**config.mk**
```make
export PLATFORM = sky130hd
export DESIGN_NAME = ahb_burst_master
export DESIGN_NICKNAME = d
export VERILOG_FILES = /design/src/rtl/ahb_burst_master.sv
export SDC_FILE = /design/constraint.sdc
export NUM_CORES = 1
export LEC_CHECK = 0
export BUFFER_PORTS_ARGS = -buffer_cell sky130_fd_sc_hd__buf_2
export CAP_MARGIN = 30
export CELL_PAD_IN_SITES_DETAIL_PLACEMENT = 1
export CELL_PAD_IN_SITES_GLOBAL_PLACEMENT = 2
export CORE_AREA = 2 2 150 152
export CTS_CLUSTER_SIZE = 16
export DETAILED_ROUTE_END_ITERATION = 8
export DIE_AREA = 0 0 152 154
export GPL_ROUTABILITY_DRIVEN = 0
export HOLD_SLACK_MARGIN = 0.02
export PLACE_DENSITY_LB_ADDON = 0.1
export SLEW_MARGIN = 40
export SYNTH_ARGS = -nofsm -noshare
export SYNTH_HDL_FRONTEND = slang
export SYNTH_SLANG_ARGS = --single-unit
```
**constraint.sdc**
```tcl
create_clock -name Hclk -period 5.43 [get_ports Hclk]
set_clock_uncertainty 0.05 [all_clocks]
set_input_delay 0 -clock Hclk [delete_from_list [all_inputs] [get_ports Hclk]]
set_output_delay 0 -clock Hclk [all_outputs]
set_load 0.1 [all_outputs]
```
**src/rtl/ahb_burst_master.sv**
```systemverilog
// Command-driven AHB burst master: requests the bus, drives NONSEQ/SEQ beats with a
// pipelined data phase, and resumes as INCR after a mid-burst loss of grant.
module ahb_burst_master #(
    parameter int ADDR_W = 32,
    parameter int DATA_W = 32
) (
    input  logic              Hclk,
    input  logic              Hresetn,
    input  logic              cmd_valid,
    output logic              cmd_ready,
    input  logic [ADDR_W-1:0] cmd_addr,
    input  logic [2:0]        cmd_burst,
    input  logic [4:0]        cmd_len,
    input  logic              cmd_write,
    input  logic [2:0]        cmd_size,
    input  logic [DATA_W-1:0] wr_data,
    output logic              wr_pop,
    output logic [DATA_W-1:0] rd_data,
    output logic              rd_valid,
    output logic              done,
    output logic              Hbusreq,
    input  logic              Hgrant,
    input  logic              Hready,
    input  logic [DATA_W-1:0] Hrdata,
    output logic [1:0]        Htrans,
    output logic [ADDR_W-1:0] Haddr,
    output logic [2:0]        Hburst,
    output logic              Hwrite,
    output logic [2:0]        Hsize,
    output logic [DATA_W-1:0] Hwdata
);

    typedef enum logic [1:0] {S_IDLE, S_REQ, S_ADDR, S_LAST} state_e;

    localparam logic [1:0] HT_IDLE   = 2'b00;
    localparam logic [1:0] HT_NONSEQ = 2'b10;
    localparam logic [1:0] HT_SEQ    = 2'b11;
    localparam logic [2:0] HB_INCR   = 3'b001;

    state_e              state_q, state_d;
    logic [ADDR_W-1:0]   addr_q, addr_d;
    logic [2:0]          cburst_q, cburst_d;
    logic [2:0]          hburst_q, hburst_d;
    logic                write_q, write_d;
    logic [2:0]          size_q, size_d;
    logic [4:0]          beats_q, beats_d;
    logic                first_q, first_d;
    logic                dp_valid_q, dp_valid_d;
    logic                dp_write_q, dp_write_d;
    logic                dp_last_q, dp_last_d;
    logic [DATA_W-1:0]   hwdata_q, hwdata_d;
    logic [DATA_W-1:0]   rd_data_q, rd_data_d;
    logic                rd_valid_q, rd_valid_d;
    logic                done_q, done_d;

    logic [4:0]          n_beats;
    logic [4:0]          wrap_n;
    logic [ADDR_W-1:0]   addr_incr;
    logic [ADDR_W-1:0]   wrap_mask;
    logic [ADDR_W-1:0]   next_addr;

    always_comb begin
        case (cmd_burst)
            3'b000:         n_beats = 5'd1;
            3'b001:         n_beats = (cmd_len == 5'd0) ? 5'd1 : cmd_len;
            3'b010, 3'b011: n_beats = 5'd4;
            3'b100, 3'b101: n_beats = 5'd8;
            default:        n_beats = 5'd16;
        endcase
    end

    // Address sequence follows the original command burst even after an INCR resume,
    // so a resumed WRAP still touches the same set of addresses.
    always_comb begin
        case (cburst_q)
            3'b010:  wrap_n = 5'd4;
            3'b100:  wrap_n = 5'd8;
            3'b110:  wrap_n = 5'd16;
            default: wrap_n = 5'd0;
        endcase
        addr_incr = addr_q + (ADDR_W'(1) << size_q);
        wrap_mask = (ADDR_W'(wrap_n) << size_q) - ADDR_W'(1);
        if (wrap_n != 5'd0) begin
            next_addr = (addr_q & ~wrap_mask) | (addr_incr & wrap_mask);
        end else begin
            next_addr = addr_incr;
        end
    end

    always_comb begin
        state_d    = state_q;
        addr_d     = addr_q;
        cburst_d   = cburst_q;
        hburst_d   = hburst_q;
        write_d    = write_q;
        size_d     = size_q;
        beats_d    = beats_q;
        first_d    = first_q;
        dp_valid_d = dp_valid_q;
        dp_write_d = dp_write_q;
        dp_last_d  = dp_last_q;
        hwdata_d   = hwdata_q;
        rd_data_d  = rd_data_q;
        rd_valid_d = 1'b0;
        done_d     = 1'b0;
        cmd_ready  = 1'b0;
        Hbusreq    = 1'b0;
        Htrans     = HT_IDLE;
        wr_pop     = 1'b0;

        // Data phase of the previous beat retires on any Hready edge, independent of state.
        if (dp_valid_q && Hready) begin
            dp_valid_d = 1'b0;
            if (!dp_write_q) begin
                rd_data_d  = Hrdata;
                rd_valid_d = 1'b1;
            end
            if (dp_last_q) begin
                done_d = 1'b1;
            end
        end

        case (state_q)
            S_IDLE: begin
                cmd_ready = 1'b1;
                if (cmd_valid) begin
                    addr_d   = cmd_addr;
                    cburst_d = cmd_burst;
                    hburst_d = cmd_burst;
                    write_d  = cmd_write;
                    size_d   = cmd_size;
                    beats_d  = n_beats;
                    first_d  = 1'b1;
                    state_d  = S_REQ;
                end
            end
            S_REQ: begin
                Hbusreq = 1'b1;
                if (Hgrant && Hready) begin
                    state_d = S_ADDR;
                end
            end
            S_ADDR: begin
                Htrans  = first_q ? HT_NONSEQ : HT_SEQ;
                Hbusreq = (beats_q > 5'd1);
                if (Hready) begin
                    dp_valid_d = 1'b1;
                    dp_write_d = write_q;
                    dp_last_d  = (beats_q == 5'd1);
                    if (write_q) begin
                        hwdata_d = wr_data;
                        wr_pop   = 1'b1;
                    end
                    addr_d  = next_addr;
                    beats_d = beats_q - 5'd1;
                    first_d = 1'b0;
                    if (beats_q == 5'd1) begin
                        state_d = S_LAST;
                    end else if (!Hgrant) begin
                        first_d  = 1'b1;
                        hburst_d = HB_INCR;
                        state_d  = S_REQ;
                    end
                end
            end
            S_LAST: begin
                if (dp_valid_q && Hready) begin
                    state_d = S_IDLE;
                end
            end
            default: state_d = S_IDLE;
        endcase
    end

    always_ff @(posedge Hclk or negedge Hresetn) begin
        if (!Hresetn) begin
            state_q    <= S_IDLE;
            addr_q     <= '0;
            cburst_q   <= '0;
            hburst_q   <= '0;
            write_q    <= 1'b0;
            size_q     <= '0;
            beats_q    <= '0;
            first_q    <= 1'b0;
            dp_valid_q <= 1'b0;
            dp_write_q <= 1'b0;
            dp_last_q  <= 1'b0;
            hwdata_q   <= '0;
            rd_data_q  <= '0;
            rd_valid_q <= 1'b0;
            done_q     <= 1'b0;
        end else begin
            state_q    <= state_d;
            addr_q     <= addr_d;
            cburst_q   <= cburst_d;
            hburst_q   <= hburst_d;
            write_q    <= write_d;
            size_q     <= size_d;
            beats_q    <= beats_d;
            first_q    <= first_d;
            dp_valid_q <= dp_valid_d;
            dp_write_q <= dp_write_d;
            dp_last_q  <= dp_last_d;
            hwdata_q   <= hwdata_d;
            rd_data_q  <= rd_data_d;
            rd_valid_q <= rd_valid_d;
            done_q     <= done_d;
        end
    end

    assign Haddr    = addr_q;
    assign Hburst   = hburst_q;
    assign Hwrite   = write_q;
    assign Hsize    = size_q;
    assign Hwdata   = hwdata_q;
    assign rd_data  = rd_data_q;
    assign rd_valid = rd_valid_q;
    assign done     = done_q;

endmodule

```
; ---- After elaboration in Yosys (flattened, before gate mapping)
; Index checks and enable logic that the tools add are counted.
; Widths: inputs -> output; s select.
[word_totals]
out_inout_bits = 110
reg_bits = 119
in_bits = 113
[op_classes]
eq_ne = 19
shifts = 2
add_sub_neg = 3
bitwise_logic = 5
magnitude_cmp = 1
muxes = 41
n_reduce_logical = 16
[op_table]
columns = operator, n
row1 = $mux 32, 3
row2 = $and 32x32->32, 2
row3 = $pmux 32 s2, 1
row4 = $add 32x32->32, 1
row5 = $not 32->32, 1
row6 = $or 32x32->32, 1
row7 = $shl 1x3->32 const A, 1
row8 = $shl 5x3->32, 1
row9 = $sub 32x1->32 const B, 1
row10 = $pmux 5 s4, 1
row11 = $mux 1, 16
row12 = $mux 5, 3
row13 = $pmux 5 s3, 1
row14 = $mux 2, 7
row15 = $eq 3x3->1 const B, 4
row16 = $mux 3, 4
row17 = $ne 2x2->1 const B, 6
row18 = $pmux 5 s2, 1
row19 = $reduce_and 5->1, 2
row20 = $eq 3x2->1 const B, 3
row21 = $pmux 2 s4, 1
row22 = $pmux 3 s2, 1
row23 = $reduce_and 2->1, 3
row24 = $reduce_and 3->1, 2
row25 = other kinds (16), 20

; ---- Longest topological paths before layout
; Gate-level depths: netlist of the first run.
[depth]
depth_word = 10
mapped_depth = 14
ltp_nobuf = 11

; ---- Worst setup path after synthesis of the first run
; No wires, ideal clock.
[synth_path]
kind = flip-flop to flip-flop
from = reg size_q[0], in the netlist Hsize[0]
to = reg (tool-made name)
arrival_time_ns = 3.426
setup_slack_ns = 1.871
stages_incl_launch_ff = 12
cell_sequence = dfrtp_1 > buf_2 > nor2b_1 > nand2b_1 > fa_1 > nand2b_1 > a21oi_1 > a31oi_1 > nor2_1 > nand3_1 > o32a_1 > o21ai_0
[synth_rtl]
columns = element, line_no
row1 = start: declaration, 45  ; logic [2:0] size_q, size_d;
row2 = start signal: assignment, 198  ; size_q <= size_d;

==> metrics.txt, run 1 <==
category of the worst setup path launch point=flop; hold crit path type=input port to asynchronous set/reset pin; wire length of the first global-routing pass=39.25 mm; Critical Path Sink Type=flop; arrival time at the worst endpoint=between 3 and 4 ns; dominant synthesized flop cell=sky130_fd_sc_hd__dfrtp_1; Congestion Overflow GR=0; period utilization=64.75%; multiplexer share of the synthesized area=8.555%; core area=around 0.022 mm²; transition time at the pin with the least slew margin=around 0.77 ns; number of pins exceeding their max-slew limit in the final report=0; Worst Reg-to-Reg Cells=11; synth warn=0; number of levels in the clock H-tree=4; clock insertion delay at the later pin of the skew report=about 0.42 ns; Port Buffer Count=approximately 220; fraction of the mapped netlist area in compound gates=15.78%; status=finished, final reports clean; remaining max-slew budget at the tightest pin=48.47%; FF-to-FF Start=Hsize[2]$_DFFE_PN0P_; overall via count from detail_route=6565; antenna viol nets, final=0; post-synthesis instance total=roughly 690; nets in the synthesized netlist=about 800; share of layout cells above drive strength 1=a little under a third; total inserted antenna cells=0; largest family of logic cells by synthesized area=simple AND/OR/NAND/NOR gates; post-detail-place hpwl=16.19 mm; proportion of synthesized chip area in sequential cells=around 46%; final net count=between 1000 and 1500; clock root buffer master=sky130_fd_sc_hd__clkbuf_16; Period minus WS final=3.516 ns; TritonCTS clock tree=built; accumulated negative setup slack=0 ns; per-instance average area after synthesis=9.335 µm²; total setup buffers inserted after CTS=0; synthesized-area fraction occupied by adder cells=3.399%; synthesized-area fraction occupied by xor and xnor cells=between 1.5 and 2%; critical path class=flop to flop; Area Growth Syn to Fin=46.02%; Clock Sinks=between 100 and 150; vias in the first global route=around 7300; largest net degree at the start of global routing=70; flop-to-flop setup slack=1.91 ns; Hold Violations, Final=0; required time at the endpoint of the critical path=5.72 ns; initial core utilization=29.87%; setup repair after global routing missed its margin=false; clock edge transition at the registers on the reported setup and hold paths=around 0.060 ns; async set-reset flop share out of synthesis=100.0%; Detailed Route WL=around 24 mm; deepest clock path buffer count=2; row count=54; starting DRC count in detailed routing=~280; post-synthesis cell type count=68; number of violations of the max-capacitance limit=0; post-synthesis share of cell area spent on and, or, nand and nor gates=roughly a fifth; highest fanout seen on the critical path=22; Post-Synthesis Cell Area=~0.0065 mm²; post-route DRC violation count=0; Avg Vias per Cell=5.027; Horiz. Die Dim=around 150 µm; ports placed on the boundary=roughly 220; Die Ht=between 150 and 200 µm; Filler Cell Count=~2500; cts bufs inserted=17; Pre-Repair DR Iteration Count=4; final-report setup violation count=0; peak clock frequency supported by timing=approximately 0.28 GHz; number of enable-type register cells in the synthesized netlist=0; initial antenna violation count=0; all-layer global routing usage=between 20% and 30%; Die Outline Area=0.02341 mm²; flip-flop and latch count after synthesis=~120; wire length per cell=18.09 µm
cells in the mapped netlist, types with 6 or more instances:
| cell type | count | area share [%] |
|---|---|---|
| sky130_fd_sc_hd__and2_1 | 6 | 0.58 |
| sky130_fd_sc_hd__xor2_1 | 8 | 1.1 |
| sky130_fd_sc_hd__nand3_1 | 16 | 1.2 |
| sky130_fd_sc_hd__a21o_1 | 10 | 1.2 |
| sky130_fd_sc_hd__nor3_1 | 18 | 1.4 |
| sky130_fd_sc_hd__and3_1 | 11 | 1.1 |
| sky130_fd_sc_hd__nand4_1 | 9 | 0.87 |
| sky130_fd_sc_hd__nor2_1 | 43 | 2.5 |
| sky130_fd_sc_hd__o22ai_1 | 12 | 1.2 |
| sky130_fd_sc_hd__nand2b_1 | 6 | 0.58 |
| sky130_fd_sc_hd__ha_1 | 16 | 3.1 |
| sky130_fd_sc_hd__nand2_1 | 142 | 8.2 |
| sky130_fd_sc_hd__a31oi_1 | 15 | 1.4 |
| sky130_fd_sc_hd__inv_1 | 20 | 1.2 |
| sky130_fd_sc_hd__buf_2 | 12 | 0.93 |
| sky130_fd_sc_hd__mux2i_1 | 7 | 1.1 |
| sky130_fd_sc_hd__mux2_2 | 43 | 7.5 |
| sky130_fd_sc_hd__dfrtp_1 | 119 | 46 |
| sky130_fd_sc_hd__clkbuf_1 | 20 | 1.2 |
| sky130_fd_sc_hd__a21oi_1 | 36 | 2.8 |
| sky130_fd_sc_hd__nor2b_1 | 8 | 0.77 |
| sky130_fd_sc_hd__o21ai_0 | 36 | 2.8 |
per-stage QoR:
stage	setup WS (ns)	std cells	utilization, %	instance area (µm²)	hold slack [ns]
after floorplan	1.871	694	-	6479	-0.3456
after global placement	1.969	1165	36.02	7812	0.06688
after detailed placement	1.895	1165	36.04	7816	0.07465
after CTS	1.874	1306	43.58	9453	0.09071
after global routing	1.584	1306	43.62	9460	0.1008
final	1.914	1306	43.62	9460	0.04153
per-layer routing:
layer	global-route usage (%)	wire length, µm	vias to the layer above
met5	0	0	-
met4	5.474	329	0
met3	5.468	1360	26
met2	36.14	11710	179
met1	25.17	10230	3268
li1	-	-	3092
layout make-up:
type / count / area, µm² / share of cell area, %
Clock buffer: 18 / 429.2 / 4.536
Clock inverter: 14 / 116.4 / 1.230
Sequential cell: 119 / 2978 / 31.48
Tap cell: 280 / 350.3 / 3.703
Multi-Input combinational cell: 516 / 3239 / 34.24
Timing Repair Buffer: 339 / 2272 / 24.02
Inverter: 20 / 75.07 / 0.7935
cells by family after synthesis:
logic type / count (synthesis)
AOI/OAI and AO/OA: 153
xor gates and xnor gates: 12
adders and majority gates: 17
buffers and inverters: 59
DFF: 119
muxes: 50
and+or+nand+nor: 284
repair_timing:
action,4_1_cts,5_1_grt
gates resized for setup,0,0
endpoints found under the hold margin,167,0
hold buffers,109,0
worst max-delay path: stages (launching register included):
cell	delay, ns
sky130_fd_sc_hd__dfrtp_1	0.61
sky130_fd_sc_hd__nor3_1	0.24
sky130_fd_sc_hd__ha_1	0.20
sky130_fd_sc_hd__inv_1	0.05
sky130_fd_sc_hd__fa_1	0.38
sky130_fd_sc_hd__nand2b_1	0.16
sky130_fd_sc_hd__a21oi_1	0.27
sky130_fd_sc_hd__a31oi_1	0.27
sky130_fd_sc_hd__nor3_2	0.60
sky130_fd_sc_hd__nor4bb_1	0.37
sky130_fd_sc_hd__a21oi_1	0.06
sky130_fd_sc_hd__o21ai_0	0.17
worst max-delay path by stage:
stage	startpoint	to	slack, ns	cells after the start
2_1_floorplan	Hsize[0]$_DFFE_PN0P_	flop	1.87	11
3_3_place_gp	Hsize[2]$_DFFE_PN0P_	flop	1.97	11
3_5_place_dp	Hsize[2]$_DFFE_PN0P_	flop	1.90	11
4_1_cts	Hsize[2]$_DFFE_PN0P_	flop	1.87	11
5_1_grt	Hsize[2]$_DFFE_PN0P_	flop	1.58	11
6_report	Hsize[2]$_DFFE_PN0P_	flop	1.91	11
cells in the final DEF, fill, tap and decap left out, types with 4 or more instances in the layout:
master,count
sky130_fd_sc_hd__buf_2,221
sky130_fd_sc_hd__nand2_1,142
sky130_fd_sc_hd__dfrtp_1,119
sky130_fd_sc_hd__dlygate4sd3_1,109
sky130_fd_sc_hd__nor2_1,43
sky130_fd_sc_hd__mux2_2,43
sky130_fd_sc_hd__o21ai_0,36
sky130_fd_sc_hd__a21oi_1,36
sky130_fd_sc_hd__inv_1,18
sky130_fd_sc_hd__nor3_1,17
sky130_fd_sc_hd__clkbuf_16,17
sky130_fd_sc_hd__nand3_1,16
sky130_fd_sc_hd__ha_1,16
sky130_fd_sc_hd__a31oi_1,15
sky130_fd_sc_hd__o22ai_1,12
sky130_fd_sc_hd__and3_1,11
sky130_fd_sc_hd__a21o_1,10
sky130_fd_sc_hd__nand4_1,9
sky130_fd_sc_hd__nor2b_1,8
sky130_fd_sc_hd__xor2_1,8
sky130_fd_sc_hd__mux2i_1,7
sky130_fd_sc_hd__buf_4,7
sky130_fd_sc_hd__nand2b_1,6
sky130_fd_sc_hd__and2_1,6
sky130_fd_sc_hd__nor3b_1,4
sky130_fd_sc_hd__xnor2_1,4
sky130_fd_sc_hd__a32oi_1,4
sky130_fd_sc_hd__a22o_1,4
sky130_fd_sc_hd__a221o_1,4
sky130_fd_sc_hd__clkinvlp_4,4
sky130_fd_sc_hd__inv_6,4
sky130_fd_sc_hd__clkinv_4,4
Power of run 1 is not shown: default switching activity piles up to over one toggle a cycle in this logic, so the estimate is an artifact.
==> run 2: changes to the inputs <==
Settings changed: CORE_AREA 2 2 150 152 to 2 2 158 160, DIE_AREA 0 0 152 154 to 0 0 160 162.
Clock period 5.43 ns to 3.05 ns, I/O delays scaled along.
==> run 2 against run 1 <==
Global-route usage is 1.8 points lower. Final cell count is 5.4% higher. Fmax is 20% higher. Register-to-register slack worse by 1.8 ns. Utilization is 2.5 points lower. Routed wire length is 2.8% higher. Critical path depth is 1 lower. Hold slack better by 0.037 ns. Sequential cell count stayed put. Setup slack worse by 1.8 ns. Sequential share of layout area is 1.3 points lower. First-iteration DRC count is 15% lower.
==> metrics.txt, run 2 (synthesis results as in run 1) <==
status=finished, final reports clean (unchanged); number of violations of the max-capacitance limit=0 (unchanged); clock root buffer master=sky130_fd_sc_hd__clkbuf_16 (unchanged); peak clock frequency supported by timing=0.3414 GHz (was 0.2844 GHz); period utilization=96.03% (was 64.75%); final core utilization=41.09% (was 43.62%); initial antenna violation count=0 (unchanged); setup repair after global routing missed its margin=true (was false); initial core utilization=26.88% (was 29.87%); ports placed on the boundary=223 (unchanged); all-layer global routing usage=18.80% (was 20.64%); antenna viol nets, final=0 (unchanged); total inserted antenna cells=0 (unchanged); vias in the first global route=7276 (was 7272); Clock Sinks=119 (unchanged); worst setup slack before clock tree synthesis=0.04710 ns (was 1.895 ns); cts bufs inserted=17 (unchanged); highest fanout seen on the critical path=14 (was 22); post-route DRC violation count=0 (unchanged); number of pins exceeding their max-slew limit in the final report=0 (unchanged); wire length per cell=17.64 µm (was 18.09 µm); deepest clock path buffer count=2 (unchanged); wire length of the first global-routing pass=38.75 mm (was 39.25 mm); final net count=1171 (was 1143); critical path class=flop to flop (unchanged); number of levels in the clock H-tree=4 (unchanged); core area=0.02411 mm² (was 0.02169 mm²); clock edge transition at the registers on the reported setup and hold paths=0.06 ns (about the same); TritonCTS clock tree=built (unchanged); most common cell after layout, fill and taps aside=sky130_fd_sc_hd__buf_2 (unchanged); final-report setup violation count=0 (unchanged); Port Buffer Count=222 (unchanged); worst-case setup margin in the final layout=0.1212 ns (was 1.914 ns); hold crit path type=input port to flop (was input port to asynchronous set/reset pin); Hold Violations, Final=0 (unchanged); Die Outline Area=0.02592 mm² (was 0.02341 mm²); Pre-Repair DR Iteration Count=4 (unchanged); Congestion Overflow GR=0 (unchanged); row count=57 (was 54); Detailed Route WL=24.29 mm (was 23.63 mm); overall via count from detail_route=6581 (was 6565); clock insertion delay at the later pin of the skew report=0.42 ns (about the same); transition time at the pin with the least slew margin=0.6626 ns (was 0.7730 ns); largest net degree at the start of global routing=55 (was 70); category of the worst setup path launch point=flop (unchanged); Die Ht=162 µm (was 154 µm); remaining max-slew budget at the tightest pin=55.25% (was 48.47%); Avg Vias per Cell=4.779 (was 5.027); starting DRC count in detailed routing=240 (was 284); post-detail-place hpwl=17.13 mm (was 16.19 mm); Area Growth Syn to Fin=52.90% (was 46.02%); Horiz. Die Dim=160 µm (was 152 µm); arrival time at the worst endpoint=3.21 ns (was 3.80 ns); required time at the endpoint of the critical path=3.34 ns (was 5.72 ns); smallest hold slack=0.07903 ns (was 0.04153 ns); Critical Path Sink Type=flop (unchanged); share of layout cells above drive strength 1=34.28% (was 31.38%); Period minus WS final=2.929 ns (was 3.516 ns); most frequent cells in the layout=sky130_fd_sc_hd__buf_2, sky130_fd_sc_hd__nand2_1, sky130_fd_sc_hd__dfrtp_1 (unchanged)
==> run 2: final timing paths <==
check | start | to | slack [ns] | depth (start not counted)
max | Hsize[0]$_DFFE_PN0P_ | flop | 0.12 | 10
min | cmd_len[4] | beats_q[4]$_DFFE_PN0P_ | 0.08 | 4
max reg2reg | Hsize[0]$_DFFE_PN0P_ | flop | 0.12 | 10
min reg2reg | rd_data[17]$_DFFE_PN0P_ | rd_data[17]$_DFFE_PN0P_ | 0.42 | 2
max in group asynchronous | Hresetn | Hwdata[14]$_DFFE_PN0P_ | 1.44 | 5
min in group asynchronous | Hresetn | Hsize[2]$_DFFE_PN0P_ | 0.48 | 3
==> run 2: per-layer routing <==
metal	global-route usage, %	wire length [µm]	up-vias
li1	-	-	3150
met1	22.11	10340	3230
met2	33.39	12240	173
met3	5.414	1339	28
met4	5.528	371	0
met5	0	0	-
==> run 2: area by class of cell <==
cell class | count | area [µm²]
inverter | 20 | 75.07
clock inverter | 14 | 200.2
fill | 2857 | 14200
sequential | 119 | 2987
clock buffer | 17 | 425.4
tap | 324 | 405.4
multi-input combinational | 516 | 3292
timing repair buffer | 367 | 2521
==> run 2: repair_timing <==
| action | CTS | global route |
|---|---|---|
| setup buffers | 0 | 5 |
| endpoints found under the setup margin | 0 | 12 |
| hold endpoints to repair | 168 | 12 |
| hold buffers | 108 | 1 |
| resized for setup | 0 | 8 |
==> run 2: metrics by stage <==
| step | cells | cell area (µm²) | TNS, ns |
|---|---|---|---|
| finish | 1377 | 9906 | 0 |
| global route | 1377 | 9906 | -0.06596 |
| CTS | 1370 | 9801 | 0 |
| detailed placement | 1231 | 8094 | 0 |
| global placement | 1231 | 8094 | 0 |
| floorplan | 694 | 6518 | -0.1055 |
==> run 2: worst max-delay path, stage by stage, from the launching register on <==
cell and delay (ns):
sky130_fd_sc_hd__dfrtp_4 0.55, sky130_fd_sc_hd__nor2b_1 0.19, sky130_fd_sc_hd__and2_1 0.17, sky130_fd_sc_hd__ha_1 0.37, sky130_fd_sc_hd__and3_1 0.26, sky130_fd_sc_hd__nand4_1 0.30
sky130_fd_sc_hd__a2111oi_4 0.42, sky130_fd_sc_hd__buf_4 0.19, sky130_fd_sc_hd__a21oi_1 0.06, sky130_fd_sc_hd__nand2b_1 0.15, sky130_fd_sc_hd__a21oi_1 0.14
Power of run 2 is left out for the same reason.
